<file path="src/rtl/ebus_dev.sv">
// KL10 EBUS device responder: decodes CONO/CONI/DATAO/DATAI for one controller
// select, runs the demand/ack handshake, and bridges data through two FIFOs.
module ebus_dev #(
    parameter logic [6:0] DEV_CS = 7'o040,
    parameter int         DEPTH  = 4
) (
    input  logic        clk,
    input  logic        CROBAR,
    input  logic [0:6]  ebus_cs,
    input  logic [0:2]  ebus_func,
    input  logic        ebus_demand,
    input  logic [0:35] ebus_data_in,
    output logic        ebus_ack,
    output logic        ebus_xfer,
    output logic        ebus_drv,
    output logic [0:35] ebus_data_out,
    output logic [1:7]  ebus_pi,
    output logic        dev_rd_valid,
    input  logic        dev_rd_ready,
    output logic [0:35] dev_rd_data,
    input  logic        dev_wr_valid,
    output logic        dev_wr_ready,
    input  logic [0:35] dev_wr_data
);

    localparam int             AW   = $clog2(DEPTH);
    localparam int             CW   = AW + 1;
    localparam logic [CW-1:0]  FULL = CW'(DEPTH);

    typedef enum logic [1:0] {IDLE, DECODE, ACK, DROP} state_t;

    state_t         state, state_nx;
    logic [0:2]     func_q;
    logic [0:35]    data_q, out_reg;
    logic [2:0]     pia;
    logic           en, ovr, und;

    logic [0:35]    omem [DEPTH];
    logic [0:35]    imem [DEPTH];
    logic [AW-1:0]  o_wp, o_rp, i_wp, i_rp;
    logic [CW-1:0]  o_cnt, i_cnt;

    logic           do_op, is_cono, is_coni, is_datao, is_datai;
    logic           o_full, i_full, o_push, o_pop, i_push, i_pop;
    logic [0:35]    status, out_nx;
    logic [2:0]     pia_nx;
    logic           en_nx, ovr_nx, und_nx;
    logic [CW-1:0]  o_cnt_nx, i_cnt_nx;
    logic [1:7]     pi_nx;
    logic           drive_nx;

    // NOTE: every variable assigned in a combinational block gets a default
    // first, so no path leaves it holding its old value (no latch inferred).
    always_comb begin
        state_nx = state;
        unique case (state)
            IDLE:   if (ebus_demand && ebus_cs == DEV_CS && !ebus_func[0])
                        state_nx = DECODE;
            DECODE: state_nx = ebus_demand ? ACK : IDLE;
            ACK:    if (!ebus_demand) state_nx = DROP;
            DROP:   state_nx = IDLE;
        endcase
    end

    always_comb begin
        do_op    = (state == DECODE) && ebus_demand;
        is_cono  = do_op && (func_q == 3'b000);
        is_coni  = do_op && (func_q == 3'b001);
        is_datao = do_op && (func_q == 3'b010);
        is_datai = do_op && (func_q == 3'b011);

        o_full = (o_cnt == FULL);
        i_full = (i_cnt == FULL);
        // A device pop on the same edge frees the slot a full-FIFO DATAO needs.
        o_pop  = dev_rd_ready && (o_cnt != '0);
        o_push = is_datao && (!o_full || o_pop);
        i_push = dev_wr_valid && !i_full;
        i_pop  = is_datai && (i_cnt != '0);

        status         = '0;
        status[27]     = ovr;
        status[28]     = und;
        status[29]     = o_full;
        status[30]     = (i_cnt != '0);
        status[31]     = en;
        status[33:35]  = pia;

        pia_nx = pia;
        en_nx  = en;
        ovr_nx = ovr;
        und_nx = und;
        out_nx = out_reg;
        if (is_cono) begin
            pia_nx = data_q[33:35];
            en_nx  = data_q[31];
            if (data_q[32]) begin
                ovr_nx = 1'b0;
                und_nx = 1'b0;
            end
        end
        if (is_datao && !o_push) ovr_nx = 1'b1;
        if (is_coni) out_nx = status;
        if (is_datai) begin
            out_nx = i_pop ? imem[i_rp] : '0;
            if (!i_pop) und_nx = 1'b1;
        end

        o_cnt_nx = o_cnt + CW'(o_push) - CW'(o_pop);
        i_cnt_nx = i_cnt + CW'(i_push) - CW'(i_pop);

        pi_nx = '0;
        for (int i = 1; i <= 7; i++)
            pi_nx[i] = (pia_nx == 3'(i)) && ((en_nx && i_cnt_nx != '0) || ovr_nx || und_nx);

        drive_nx = (state_nx == ACK) && func_q[2];
    end

    // NOTE: sequential state uses non-blocking assignments so every register
    // samples the pre-edge values regardless of statement order.
    always_ff @(posedge clk) begin
        if (CROBAR) begin
            state         <= IDLE;
            func_q        <= '0;
            data_q        <= '0;
            out_reg       <= '0;
            pia           <= '0;
            en            <= 1'b0;
            ovr           <= 1'b0;
            und           <= 1'b0;
            o_wp          <= '0;
            o_rp          <= '0;
            i_wp          <= '0;
            i_rp          <= '0;
            o_cnt         <= '0;
            i_cnt         <= '0;
            ebus_ack      <= 1'b0;
            ebus_xfer     <= 1'b0;
            ebus_drv      <= 1'b0;
            ebus_data_out <= '0;
            ebus_pi       <= '0;
            dev_rd_valid  <= 1'b0;
            dev_wr_ready  <= 1'b1;
        end else begin
            state <= state_nx;
            if (state == IDLE && state_nx == DECODE) begin
                func_q <= ebus_func;
                data_q <= ebus_data_in;
            end
            out_reg <= out_nx;
            pia     <= pia_nx;
            en      <= en_nx;
            ovr     <= ovr_nx;
            und     <= und_nx;
            if (o_push) o_wp <= o_wp + AW'(1);
            if (o_pop)  o_rp <= o_rp + AW'(1);
            if (i_push) i_wp <= i_wp + AW'(1);
            if (i_pop)  i_rp <= i_rp + AW'(1);
            o_cnt <= o_cnt_nx;
            i_cnt <= i_cnt_nx;

            ebus_ack      <= (state_nx == ACK);
            ebus_xfer     <= drive_nx;
            ebus_drv      <= drive_nx;
            ebus_data_out <= drive_nx ? out_nx : '0;
            ebus_pi       <= pi_nx;
            dev_rd_valid  <= (o_cnt_nx != '0);
            dev_wr_ready  <= (i_cnt_nx != FULL);
        end
    end

    // NOTE: FIFO storage has no reset; the pointers and counts define which
    // entries are valid, so clearing the array would only cost logic.
    always_ff @(posedge clk) begin
        if (o_push) omem[o_wp] <= data_q;
        if (i_push) imem[i_wp] <= dev_wr_data;
    end

    assign dev_rd_data = omem[o_rp];

endmodule

</file>
<file path="config.mk">
export PLATFORM = sky130hd
export DESIGN_NAME = ebus_dev
export DESIGN_NICKNAME = d
export VERILOG_FILES = /design/src/rtl/ebus_dev.sv
export SDC_FILE = /design/constraint.sdc
export NUM_CORES = 1
export LEC_CHECK = 0
export ABC_AREA = 1
export CORE_ASPECT_RATIO = 1.4
export CORE_UTILIZATION = 27
export DETAILED_ROUTE_END_ITERATION = 6
export DONT_BUFFER_PORTS = 1
export GPL_ROUTABILITY_DRIVEN = 0
export HOLD_SLACK_MARGIN = 0.02
export SLEW_MARGIN = 15
export SYNTH_ARGS = -nofsm -noshare
export SYNTH_HDL_FRONTEND = slang
export SYNTH_SLANG_ARGS = --single-unit
</file>
<file path="constraint.sdc">
create_clock -name clk -period 5.8 [get_ports clk]
set_input_delay 1.16 -clock clk [delete_from_list [all_inputs] [get_ports clk]]
set_output_delay 1.16 -clock clk [all_outputs]
set_load 0.02 [all_outputs]
</file>
==> flow_metrics.env, run 1 <==
export IMPL_clock_sinks=436
export IMPL_nNetsFinal=1507
export IMPL_path_cells="buf_4 -> clkinv_2 -> o21ai_0 -> o22ai_1"
export IMPL_antenna_found_initial=2
export IMPL_synth_most_common_cell="edfxtp_1"
export IMPL_synth_xor_area_share_pct=0.05432
export IMPL_fp_dieW_um=208.5
export IMPL_power_leakage_nw=6.412
export IMPL_synth_top_area_share_pct=53.64
export IMPL_core_sq_mm=0.05886
export IMPL_synth_fp_nets=1521
export IMPL_syn_inst=1420
export IMPL_cts_buffers=45
export IMPL_diodes=0
export IMPL_drt_met1_wl_um=15530
export IMPL_clockPowerShare_pct=41.3
export IMPL_ys_ff_latch=436
export IMPL_swShare_pct=25.48
export IMPL_totalWireLength_um=40100
export IMPL_synthTopCellsByCount="288 x edfxtp_1, 282 x nor2_1, 171 x nand2_1"
export IMPL_io_pins=171
export IMPL_start_kind="flop"
export IMPL_avgSynthCellArea_sq_um=11.36
export IMPL_dp_cells=2108
export IMPL_comb_power_share_pct=10.0
export IMPL_clkTransAtPathRegs_ps=60
export IMPL_async_reset_ff_share_pct=0
export IMPL_grt_total_usage_pct=13.16
export IMPL_slowest_stage="clkinv_2"
export IMPL_drc=0
export IMPL_layout_drive_gt1_share_pct=8.108
export IMPL_slew_headroom_pct=34.61
export IMPL_status="complete, no violations"
export IMPL_path_buf_inv=2
export IMPL_areaGrowthSynthToFinish_pct=14.50
export IMPL_synth_area_leaders="edfxtp_1 54%, dfxtp_1 18%, nor2_1 6.6%"
export IMPL_tns_ps=0
export IMPL_drt_pass1_iter_count=5
export IMPL_fin_cells=2192
export IMPL_period_share_pct=75.66
export IMPL_routed_wl_met2_um=20630
export IMPL_yosys_area_share_simple_pct=14.29
export IMPL_start_util_pct=27.40
export IMPL_highest_layer="met5"
export IMPL_crit_family="buffers and inverters"
export IMPL_powerDensity_mw_per_mm2=382.0
export IMPL_maxSlewViolCount=0
export IMPL_row_count=105
export IMPL_hold_viol=0
export IMPL_end_kind="output port"
export IMPL_wl_per_cell_um=18.29
export IMPL_grt_overflow_total=0
export IMPL_p_switching_mw=1.797
export IMPL_grt_first_pass_wirelength_um=60840
export IMPL_clk_latency_ps=580
export IMPL_ant_nets=0
export IMPL_seq_power_share_pct=48.7
export IMPL_maxCapViolations=0
export IMPL_period_needed_ps=4388
export IMPL_cts_root_buf="clkbuf_16"
export IMPL_synth_top_family_by_area="simple AND/OR/NAND/NOR gates"
export IMPL_synth_largest_area_cell="edfxtp_1"
export IMPL_drt_vias_per_instance=4.616
export IMPL_synth_edf_count=288
export IMPL_worst_pin_slew_ps=980.8
export IMPL_finClkSkew_ps=27.11
export IMPL_yosys_mux_area_fraction_pct=0
export IMPL_via_count=10118
export IMPL_cts_tree="yes"
export IMPL_die_y_um=291.2
export IMPL_io_buffers=0
export IMPL_dr_wl_met3_um=3225
export IMPL_cts_resized=0
export IMPL_synth_adder_area_share_pct=1.179
export IMPL_cts_hold_fix_buffers=0
export IMPL_fmax_mhz=227.9
export IMPL_crit_path_max_fanout=73
export IMPL_h_tree_depth=2
export IMPL_p_total_mw=7.052
export IMPL_rsz0062_at_grt="false"
export IMPL_grt_start_max_net_pins=89
export IMPL_cp_data_arrival_time_ps=3230
export IMPL_critPathKind="reg2out"
export IMPL_post_cts_setup_buffer_count=0
export IMPL_ctsLongestPathBuffers=3
export IMPL_reg_largest_list="imem x144, omem x144"
export IMPL_setup_violations=0
export IMPL_ys_flop_type="edfxtp_1"
export IMPL_power_internal_mw=5.255
export IMPL_grt_pass1_vias=10273
export IMPL_worstPathRequired_ps=4640
export IMPL_hold_path_class="reg2reg"
export IMPL_fin_ws_ps=1412
export IMPL_dp_hpwl_um=24040
export IMPL_synth_area_sq_mm=0.01612
export IMPL_cp_slowest_stage_delay_ps=930
export IMPL_synth_cell_types=32
export IMPL_drt_iter0_drc=648
export IMPL_ys_seq_area_share_pct=72.01
export IMPL_die_area_sq_mm=0.06072
export IMPL_pre_cts_ws_ps=1818
export IMPL_vdd_drop_max_mv=0.2618
export IMPL_yosysWarnings=0
export IMPL_synth_compound_area_share_pct=8.202
[worst reg2reg max path, cell delays in order, from the launching register on]
cell and delay (ps):
dfxtp_1 420, inv_1 100, nor2_2 230, nand2_1 160, nor2_4 110, buf_4 460, ha_1 350, inv_1 60
ha_1 160, fa_1 460, nor2_1 180, nand3_1 100, nand2_1 90, nand3_2 150, nand2_1 100, inv_1 40
[power by group through the flow]
stage	Sequential [mW]	Clock, mW	Combinational (mW)
after detailed placement	3.50	0	0.712
after CTS	3.43	2.99	0.715
final	3.43	2.92	0.706
after global routing	3.44	3.11	0.782
after global placement	3.50	0	0.689
after floorplan	3.49	0	0.546
[logic make-up (layout without fill, tap and decap cells)]
logic type / after synthesis / in the layout
AO/OA/AOI/OAI: 237 / 237
XOR/XNOR: 1 / 1
adder cells (fa/ha/maj): 14 / 14
buffers and inverters: 171 / 194
flip-flops: 436 / 436
AND/OR/NAND/NOR: 561 / 561
[stage by stage]
step | hold WS [ps] | utilization, % | instance area, sq um
2_1_floorplan | 436.2 | - | 16120
3_5_place_dp | 451.2 | 28.78 | 16940
3_3_place_gp | 443.8 | 28.78 | 16940
5_1_grt | 510.3 | 31.37 | 18460
4_1_cts | 459.8 | 31.37 | 18460
6_report | 457.1 | 31.37 | 18460
[placed cells by master (no fill, tap or decap), types with 21 or more instances in the layout]
master,n
edfxtp_1,288
nor2_1,274
nand2_1,171
dfxtp_1,145
o21ai_0,112
inv_1,86
a31oi_1,61
nand3_1,60
clkbuf_16,45
o22ai_1,38
nor3_1,33
a21oi_1,21
[routing by layer]
layer	track usage, %	vias up
li1	-	4860
met1	14.67	4903
met2	23.67	298
met3	4.391	53
met4	3.659	4
met5	0	-
[worst paths after layout]
path / endpoint / slack [ps] / cells after the start / startpoint
setup / recovery: dev_rd_data[26] / 1410 / 4 / flop
hold reg to reg: flop / 460 / 2 / i_rp[1]
setup reg to reg: ebus_pi[7] / 2560 / 15 / state[0]
hold / removal: flop / 460 / 2 / i_rp[1]
[final cells by class]
| cell class | count | area (sq um) |
|---|---|---|
| tap | 749 | 937.1 |
| clock buffer | 51 | 1169 |
| multi-input combinational | 813 | 3896 |
| fill | 5880 | 40390 |
| clock inverter | 33 | 354.1 |
| inverter | 90 | 341.6 |
| timing repair buffer | 20 | 150.1 |
| sequential | 436 | 11610 |
No activity file was read; power rests on OpenSTA's default activity.
==> run 2: changes to the inputs <==
- clock period: 5.8 -> 3.6 ns (I/O delays scaled with it)
==> flow_metrics.env, run 2 (synthesis gave the netlist of run 1 again) <==
export IMPL_status="complete, no violations"
export IMPL_areaGrowthSynthToFinish_pct=14.62
export IMPL_hp_start="CROBAR"
export IMPL_r2r_cells=15
export IMPL_clock_sinks=436
export IMPL_final_cell_mix="288 x edfxtp_1, 274 x nor2_1, 171 x nand2_1, 145 x dfxtp_1, 112 x o21ai_0"
export IMPL_tns_ps=0
export IMPL_hold_viol=0
export IMPL_cp_slowest_stage_delay_ps=530
export IMPL_maxSlewViolCount=0
export IMPL_io_pins=171
export IMPL_grt_start_max_net_pins=89
export IMPL_die_area_sq_mm=0.06072
export IMPL_row_count=105
export IMPL_via_count=10168
export IMPL_critPathKind="reg2out"
export IMPL_grt_first_pass_wirelength_um=61040
export IMPL_clk_latency_ps=570
export IMPL_reg_largest_list="imem x144, omem x144"
export IMPL_setup_violations=0
export IMPL_nNetsFinal=1511
export IMPL_maxCapViolations=0
export IMPL_ant_nets=0
export IMPL_slew_headroom_pct=45.42
export IMPL_vdd_drop_max_mv=0.4171
export IMPL_post_cts_setup_buffer_count=0
export IMPL_start_kind="flop"
export IMPL_n_fill_cell=5892
export IMPL_cts_root_buf="clkbuf_16"
export IMPL_grt_overflow_total=0
export IMPL_diodes=0
export IMPL_cts_hold_fix_buffers=0
export IMPL_r2r_start="state[1]"
export IMPL_crit_path_max_fanout=40
export IMPL_fin_cells=2195
export IMPL_grt_pass1_vias=10455
export IMPL_grt_total_usage_pct=13.33
export IMPL_worstPathRequired_ps=2880
export IMPL_placed_area_sq_mm=0.01705
export IMPL_core_sq_mm=0.05886
export IMPL_final_common_cell="edfxtp_1"
export IMPL_hold_path_class="in2reg"
export IMPL_h_tree_depth=2
export IMPL_finClkSkew_ps=19.33
export IMPL_cts_tree="yes"
export IMPL_stdcell_area_sq_mm=0.01848
export IMPL_hold_depth=1
export IMPL_whs_ps=222.5
export IMPL_path_cells="inv_2 -> buf_12 -> o21ai_0 -> o22ai_1"
export IMPL_pre_cts_ws_ps=598.9
export IMPL_slowest_stage="o22ai_1"
export IMPL_rsz0062_at_grt="false"
export IMPL_dp_hpwl_um=23900
export IMPL_clkTransAtPathRegs_ps=60
export IMPL_drt_pass1_iter_count=5
export IMPL_fmax_mhz=316.8
export IMPL_cts_resized=0
export IMPL_end_kind="output port"
export IMPL_power_leakage_nw=6.431
export IMPL_ctsLongestPathBuffers=3
export IMPL_drc=0
export IMPL_cts_buffers=44
export IMPL_p_total_mw=11.20
export IMPL_layout_drive_gt1_share_pct=8.368
export IMPL_io_buffers=0
export IMPL_powerDensity_mw_per_mm2=605.9
export IMPL_period_needed_ps=3157
export IMPL_fp_dieW_um=208.5
export IMPL_drt_iter0_drc=539
export IMPL_utilization_pct=31.40
export IMPL_dp_cells=2113
export IMPL_cp_data_arrival_time_ps=2440
export IMPL_die_y_um=291.2
export IMPL_period_share_pct=87.69
export IMPL_fin_ws_ps=443.1
export IMPL_antenna_found_initial=1
export IMPL_worst_pin_slew_ps=813.6
export IMPL_wl_per_cell_um=18.64
export IMPL_drt_vias_per_instance=4.632
export IMPL_start_util_pct=27.40
export IMPL_totalWireLength_um=40930
[run 2: changes by cell type in the layout (fill, tap and decap cells not counted), moves of 2 or more]
cell,change
buf_12,+6
clkbuf_1,+6
bufinv_16,-4
clkbuf_8,+2
clkinvlp_4,-2
clkinv_1,-7
clkinv_16,-2
[run 2: layout make-up]
class | count | area, sq um | share of cell area [%]
clock buffers | 60 | 1244 | 6.729
clock inverters | 22 | 186.4 | 1.009
inverters | 90 | 340.3 | 1.841
multi-input cells | 813 | 3896 | 21.08
flip-flops and latches | 436 | 11610 | 62.85
well taps | 749 | 937.1 | 5.071
repair buffers | 25 | 262.8 | 1.422
[run 2: worst paths after layout]
path	to	slack (ps)
max	dev_rd_data[30]	440
min	data_q[12]	220
max reg2reg	ebus_pi[6]	890
min reg2reg	flop	460
[run 2: per-layer routing]
layer	GRT usage (%)	routed length (um)	part of all wire (%)	up-vias
met4	4.591	983	2.4	2
met2	24.58	20940	51	307
met5	0	13	0.032	-
met3	4.046	2940	7.2	69
li1	-	-	-	4876
met1	14.26	16050	39	4914
[run 2: power breakdown]
part | switching, mW | total [mW] | internal, mW
Sequential | 0.0808 | 5.55 | 5.47
Combinational | 0.858 | 1.15 | 0.288
Clock | 1.97 | 4.50 | 2.54
[run 2: critical path, delay by kind of cell (launching register included)]
family,cells,cell delay (ps)
buf+inv,2,740
compound gates,2,630
flops,1,430
